## config.mk

```make
export PLATFORM = sky130hd
export DESIGN_NAME = tick_gen_multi
export DESIGN_NICKNAME = d
export VERILOG_FILES = /design/src/rtl/tick_gen_multi.sv
export SDC_FILE = /design/constraint.sdc
export NUM_CORES = 1
export LEC_CHECK = 0
export CAP_MARGIN = 10
export CELL_PAD_IN_SITES_DETAIL_PLACEMENT = 1
export CELL_PAD_IN_SITES_GLOBAL_PLACEMENT = 1
export CORE_MARGIN = 1.5
export CORE_UTILIZATION = 45
export DETAILED_ROUTE_END_ITERATION = 7
export GPL_TIMING_DRIVEN = 0
export PLACE_DENSITY_LB_ADDON = 0.08
export SETUP_SLACK_MARGIN = 0.2
export SLEW_MARGIN = 20
export SYNTH_ARGS = -nofsm -noshare
export SYNTH_HDL_FRONTEND = slang
export SYNTH_SLANG_ARGS = --single-unit
```

## constraint.sdc

```tcl
create_clock -name clk -period 2.8 [get_ports clk]
set_clock_uncertainty 0.1 [all_clocks]
set_input_delay 0.56 -clock clk [delete_from_list [all_inputs] [get_ports clk]]
set_output_delay 0.56 -clock clk [all_outputs]
set_load 0.01 [all_outputs]
```

## src/rtl/tick_gen_multi.sv

```systemverilog
// Multi-channel timebase: per-channel divide-by-D enable strobes and near-50% square waves,
// with global run/pause and synchronous phase realignment shared by all channels.
module tick_gen_multi #(
    parameter int unsigned             N_CH     = 4,
    parameter int unsigned             CNT_W    = 27,
    parameter logic [N_CH*CNT_W-1:0]   DIV_LIST = {27'd25000000, 27'd250000,
                                                   27'd100000000, 27'd50000000}
) (
    input  logic            clk,
    input  logic            rst,
    input  logic            en,
    input  logic            sync_clr,
    input  logic [N_CH-1:0] ch_en,
    output logic [N_CH-1:0] tick,
    output logic [N_CH-1:0] sq
);

    if (N_CH < 1 || N_CH > 16) begin : g_bad_n_ch
        $fatal(1, "tick_gen_multi: N_CH must be in 1..16");
    end

    if (CNT_W < 1) begin : g_bad_cnt_w
        $fatal(1, "tick_gen_multi: CNT_W must be at least 1");
    end

    for (genvar i = 0; i < N_CH; i++) begin : g_ch
        localparam logic [CNT_W-1:0] DivVal  = DIV_LIST[i*CNT_W +: CNT_W];
        localparam bit               HasSq   = (DivVal >= CNT_W'(2));
        localparam logic [CNT_W-1:0] TermCnt = DivVal - CNT_W'(1);
        // Only meaningful when HasSq; D==1 would otherwise underflow here.
        localparam logic [CNT_W-1:0] HalfM1  = HasSq ? ((DivVal >> 1) - CNT_W'(1)) : '0;

        if (DivVal == '0) begin : g_bad_div
            $fatal(1, "tick_gen_multi: divisor of channel %0d must be non-zero", i);
        end

        logic [CNT_W-1:0] cnt_q, cnt_d;
        logic             tick_q, tick_d;
        logic             sq_q, sq_d;
        logic             run;

        assign run = en & ch_en[i];

        always_comb begin
            cnt_d  = cnt_q;
            tick_d = 1'b0;
            sq_d   = sq_q;
            if (sync_clr) begin
                cnt_d = '0;
                sq_d  = 1'b0;
            end else if (run) begin
                if (cnt_q == TermCnt) begin
                    // sq falls on the same edge that raises tick.
                    cnt_d  = '0;
                    tick_d = 1'b1;
                    sq_d   = 1'b0;
                end else begin
                    cnt_d = cnt_q + CNT_W'(1);
                    if (HasSq && (cnt_q == HalfM1)) begin
                        sq_d = 1'b1;
                    end
                end
            end
        end

        always_ff @(posedge clk) begin
            if (rst) begin
                cnt_q  <= '0;
                tick_q <= 1'b0;
                sq_q   <= 1'b0;
            end else begin
                cnt_q  <= cnt_d;
                tick_q <= tick_d;
                sq_q   <= sq_d;
            end
        end

        assign tick[i] = tick_q;
        assign sq[i]   = sq_q;
    end

endmodule

```

## Word-level counts from Yosys, hierarchy flattened

Cells that the tools add are included.

| word-level totals | value |
|---|---|
| flip-flop bits (word level) | 116 |
| bits of input ports | 8 |
| output and inout bits | 8 |

| cells by class | value |
|---|---|
| add/sub/neg operators | 4 |
| equal/unequal tests | 8 |
| multiplexer cells | 16 |
| reduce and logical (&&, ||, !) cells | 13 |
| bitwise operators | 8 |

Operator list:

| kind | count |
|---|---|
| $add 27x1->27 const B | 4 |
| $mux 27 | 4 |
| $eq 27x25->1 const B | 2 |
| $eq 27x26->1 const B | 2 |
| $eq 27x17->1 const B | 1 |
| $eq 27x18->1 const B | 1 |
| $eq 27x24->1 const B | 1 |
| $eq 27x27->1 const B | 1 |
| $mux 1 | 12 |
| $reduce_or 3->1 | 4 |
| $reduce_and 2->1 | 4 |
| $reduce_bool 2->1 | 4 |
| $and 1x1->1 | 4 |
| $not 1->1 | 4 |
| $reduce_or 2->1 | 1 |

## Depth between registers and ports, before layout

| logic depth | value |
|---|---|
| depth in word-level cells | 3 |
| gate-level depth with buffers | 7 |
| mapped depth without buffers | 6 |

## Least setup slack after synthesis

Ideal clock, no wire load.

| timing | value |
|---|---|
| path kind | input port to flip-flop |
| from | input port en |
| to | register g_ch[1].cnt_q[26] |
| arrival | 1.872 ns |
| slack | 0.765 ns |
| data required time | 2.637 ns |
| cell stages on the path | 6 |
| path buffers | 1 |
| cell sequence | buf_4 > nand3_1 > nor3_4 > nand3_1 > or4_1 > nand3_1 |

| between the ends | value |
|---|---|
| word-level cells in the longest chain between the ends | 1 |

RTL lines:

| what | RTL line | text |
|---|---|---|
| start: declaration | 11 | `input logic en,` |
| $and 1x1->1 | 42 | `assign run = en & ch_en[i];` |
| end signal: assignment | 72 | `cnt_q <= cnt_d;` |
| end: declaration | 37 | `logic [CNT_W-1:0] cnt_q, cnt_d;` |

No other way between the ends.
A chain may end at the register's enable or synchronous reset.

## Worst setup path in the final report

| timing | value |
|---|---|
| from | input port en |
| to | register g_ch[2].cnt_q[2] |

| between the ends | value |
|---|---|
| word-level cells in the longest chain between the ends | 1 |

RTL lines:

| what | RTL line |
|---|---|
| $and 1x1->1 | 42 |
| end signal: assignment | 72 |
| end: declaration | 37 |

No other way between the ends.

==> results.toml <==
[global_routing]
antenna_found_initial = 0
first_global_vias = 4784
grt_first_pass_wirelength_mm = 22.9
grt-ovfl-total = 0
grt_max_degree = 17
grt_usage_pct = 22.5

[drt]
drt-vias-per-instance = 5.56
drc_errors = 0
wl_per_cell_um = 15.8
ant_nets = 0
routed_wl_mm = 13.2
vias = 4635
drt_iter0_markers = 143
dr.pass1.iters = 7

[placed_design]
io_buffers = 15
dp_hpwl_mm = 9.18
dpl_worst_slack_ns = -0.246
placed_cell_area_um2 = 5790
gp_congestion = 0.838
dpl.cell_count = 803

[power]
switching_share_pct = 20.0
clkPwrFrac_pct = 54.2
pwr-share-seq_pct = 43.9
peakVddDrop_v = 0.000377
power_density_nw_per_um2 = 592
power_switching_uw = 757
power.internal_mw = 3.02
p_leak_nw = 2.14
power_frac_comb_pct = 1.9

[synthesis]
synth_edf_count = 0
synthCells = 641
ys_async_sr_fraction_pct = 0
syn_area_um2 = 5460
yosysMostFrequentCell = "nor2_1"
synth_top_area_share_pct = 42.5
synth_area_leaders = "dfxtp_1 43%, nor2_1 9.3%, xor2_1 9.1%"
synthSimpleGateAreaFrac_pct = 35.2
yosys-top-cells-count = "135 x nor2_1, 116 x dfxtp_1, 57 x xor2_1"
synthMuxAreaShare_pct = 0
ys_seq_area_share_pct = 42.5
synth_area_per_cell_um2 = 8.52
yosysUniqueCellTypes = 44
synthAdderAreaFrac_pct = 0.917
synth_seq_cells = 116
synth_xor_area_share_pct = 15.9
synth_top_family_by_area = "simple AND/OR/NAND/NOR gates"
synth_compound_area_share_pct = 2.11
yosysWarnings = 0
synthFlopType = "dfxtp_1"
yosysTopAreaCell = "dfxtp_1"
syn_nets = 653

[clock_tree]
htreeDepth = 4
clock-root-buffer = "clkbuf_16"
path_clk_slew_ns = 0.05
cts_setup_buffers = 0
clock_latency_ns = 0.42
holdBufCountCts = 0
cts_buffer_depth = 2
cts_tree = "done"
cts_buffers = 17
cts_sinks = 116

[status]
outcome = "complete, no violations"

[sta]
slew-limit-headroom_pct = 35.8
max_freq_mhz = 402
finalSetupViolCount = 0
layout_setup_ws_ns = 0.313
rsz0062_at_grt = "true"
fin_hold_ws_ns = 0.372
hold_viol_final = 0
fin_crit_sh_pct = 88.8
drv_slew = 0
period_needed_ns = 2.49
worst_pin_slew_ns = 0.960

[hold_path]
hold_path.class = "reg -> reg"
worstHoldPathCells = 2

[run]
cap_violations = 0

[worst_setup_path]
end_kind = "flop"
critPathKind = "in -> reg"
required_ns = 3.00
arrival_ns = 2.68
cp-start-kind = "input pin"
crit_fanout = 10
ff2ff_path_depth = 6

[final_layout]
fin_util_pct = 53.7
syn_to_final_growth_pct = 17.0
fin_cells = 833
antenna_cells = 0
finish.instance_area_um2 = 6390
drive_gt1_share_pct = 9.91
final_nets = 687

[floorplanning]
die_w_um = 113
start_util_pct = 45.8
rows = 40
num_io_pins = 16
fp.dieH_um = 113
dieArea_um2 = 12800
core_area_um2 = 11900
==> final timing paths <==
| path | from | end | slack [ns] |
|---|---|---|---|
| setup / recovery | en | g_ch[2].cnt_q[2] | 0.31 |
| hold reg to reg | g_ch[3].sq_q | g_ch[3].sq_q | 0.37 |
| setup reg to reg | g_ch[2].cnt_q[0] | g_ch[2].cnt_q[2] | 0.51 |
| hold / removal | g_ch[3].sq_q | g_ch[3].sq_q | 0.37 |
==> worst max-delay path: stages <==
cell and delay (ns):
clkdlybuf4s50_1 0.48, buf_4 0.18, nand4_1 0.27, or4_1 0.60
nand2_2 0.21, buf_2 0.29, nor2_1 0.09
==> through the flow <==
stage | setup TNS (ns) | power [mW]
after floorplan | 0 | 1.73
after global placement | -4.90 | 1.76
after detailed placement | -4.89 | 1.77
after CTS | 0 | 3.84
after global routing | 0 | 3.93
final | 0 | 3.78
==> logic make-up after synthesis <==
logic type,count (synthesis)
compound gates,17
flops,116
xor+xnor,99
buf+inv,33
fa+ha+maj,4
simple gates,372
==> cell usage in the layout (no fill, tap or decap), drive strengths merged, types with 11 or more instances in the layout <==
| cell | count |
|---|---|
| nor2 | 135 |
| dfxtp | 116 |
| xor2 | 57 |
| nand3 | 53 |
| nand2 | 47 |
| nand4 | 44 |
| xnor2 | 42 |
| clkbuf | 30 |
| nor3 | 19 |
| nor4 | 19 |
| buf | 18 |
| clkdlybuf4s50 | 15 |
| and3 | 15 |
| inv | 11 |
==> final cells by class <==
type,count,area (um^2)
Sequential cell,116,2320
Buffer,22,145
Fill cell,1433,5520
Timing Repair Buffer,15,150
Clock buffer,26,519
Clock inverter,4,45.0
Inverter,11,41.3
Multi-Input combinational cell,492,2980
Tap cell,147,184
==> power by group through the flow <==
stage          registers, mW  logic (mW)  clock network [mW]
2_1_floorplan           1.69      0.0419                   0
3_3_place_gp            1.69      0.0718                   0
3_5_place_dp            1.69      0.0745                   0
4_1_cts                 1.66      0.0752                2.10
5_1_grt                 1.66      0.0819                2.19
6_report                1.66      0.0733                2.05
==> state kept, by name (all words and copies together) (netlist names) <==
name         cells
g_ch.sq_q        4
g_ch.cnt_q     108
g_ch.tick_q      4
==> layer usage <==
| metal | vias up | wire [um] | global-route usage, % |
|---|---|---|---|
| met4 | 0 | 256 | 9.50 |
| met1 | 2271 | 6160 | 28.5 |
| met5 | - | 0 | 0 |
| li1 | 2281 | - | - |
| met3 | 25 | 325 | 5.46 |
| met2 | 58 | 6420 | 36.6 |
==> timing repair <==
item                                    in CTS  in global routing
endpoints found under the setup margin       2                 28
pin swaps                                    0                  1
gates resized for setup                      1                  3
Power figures use the tool's default switching activity.
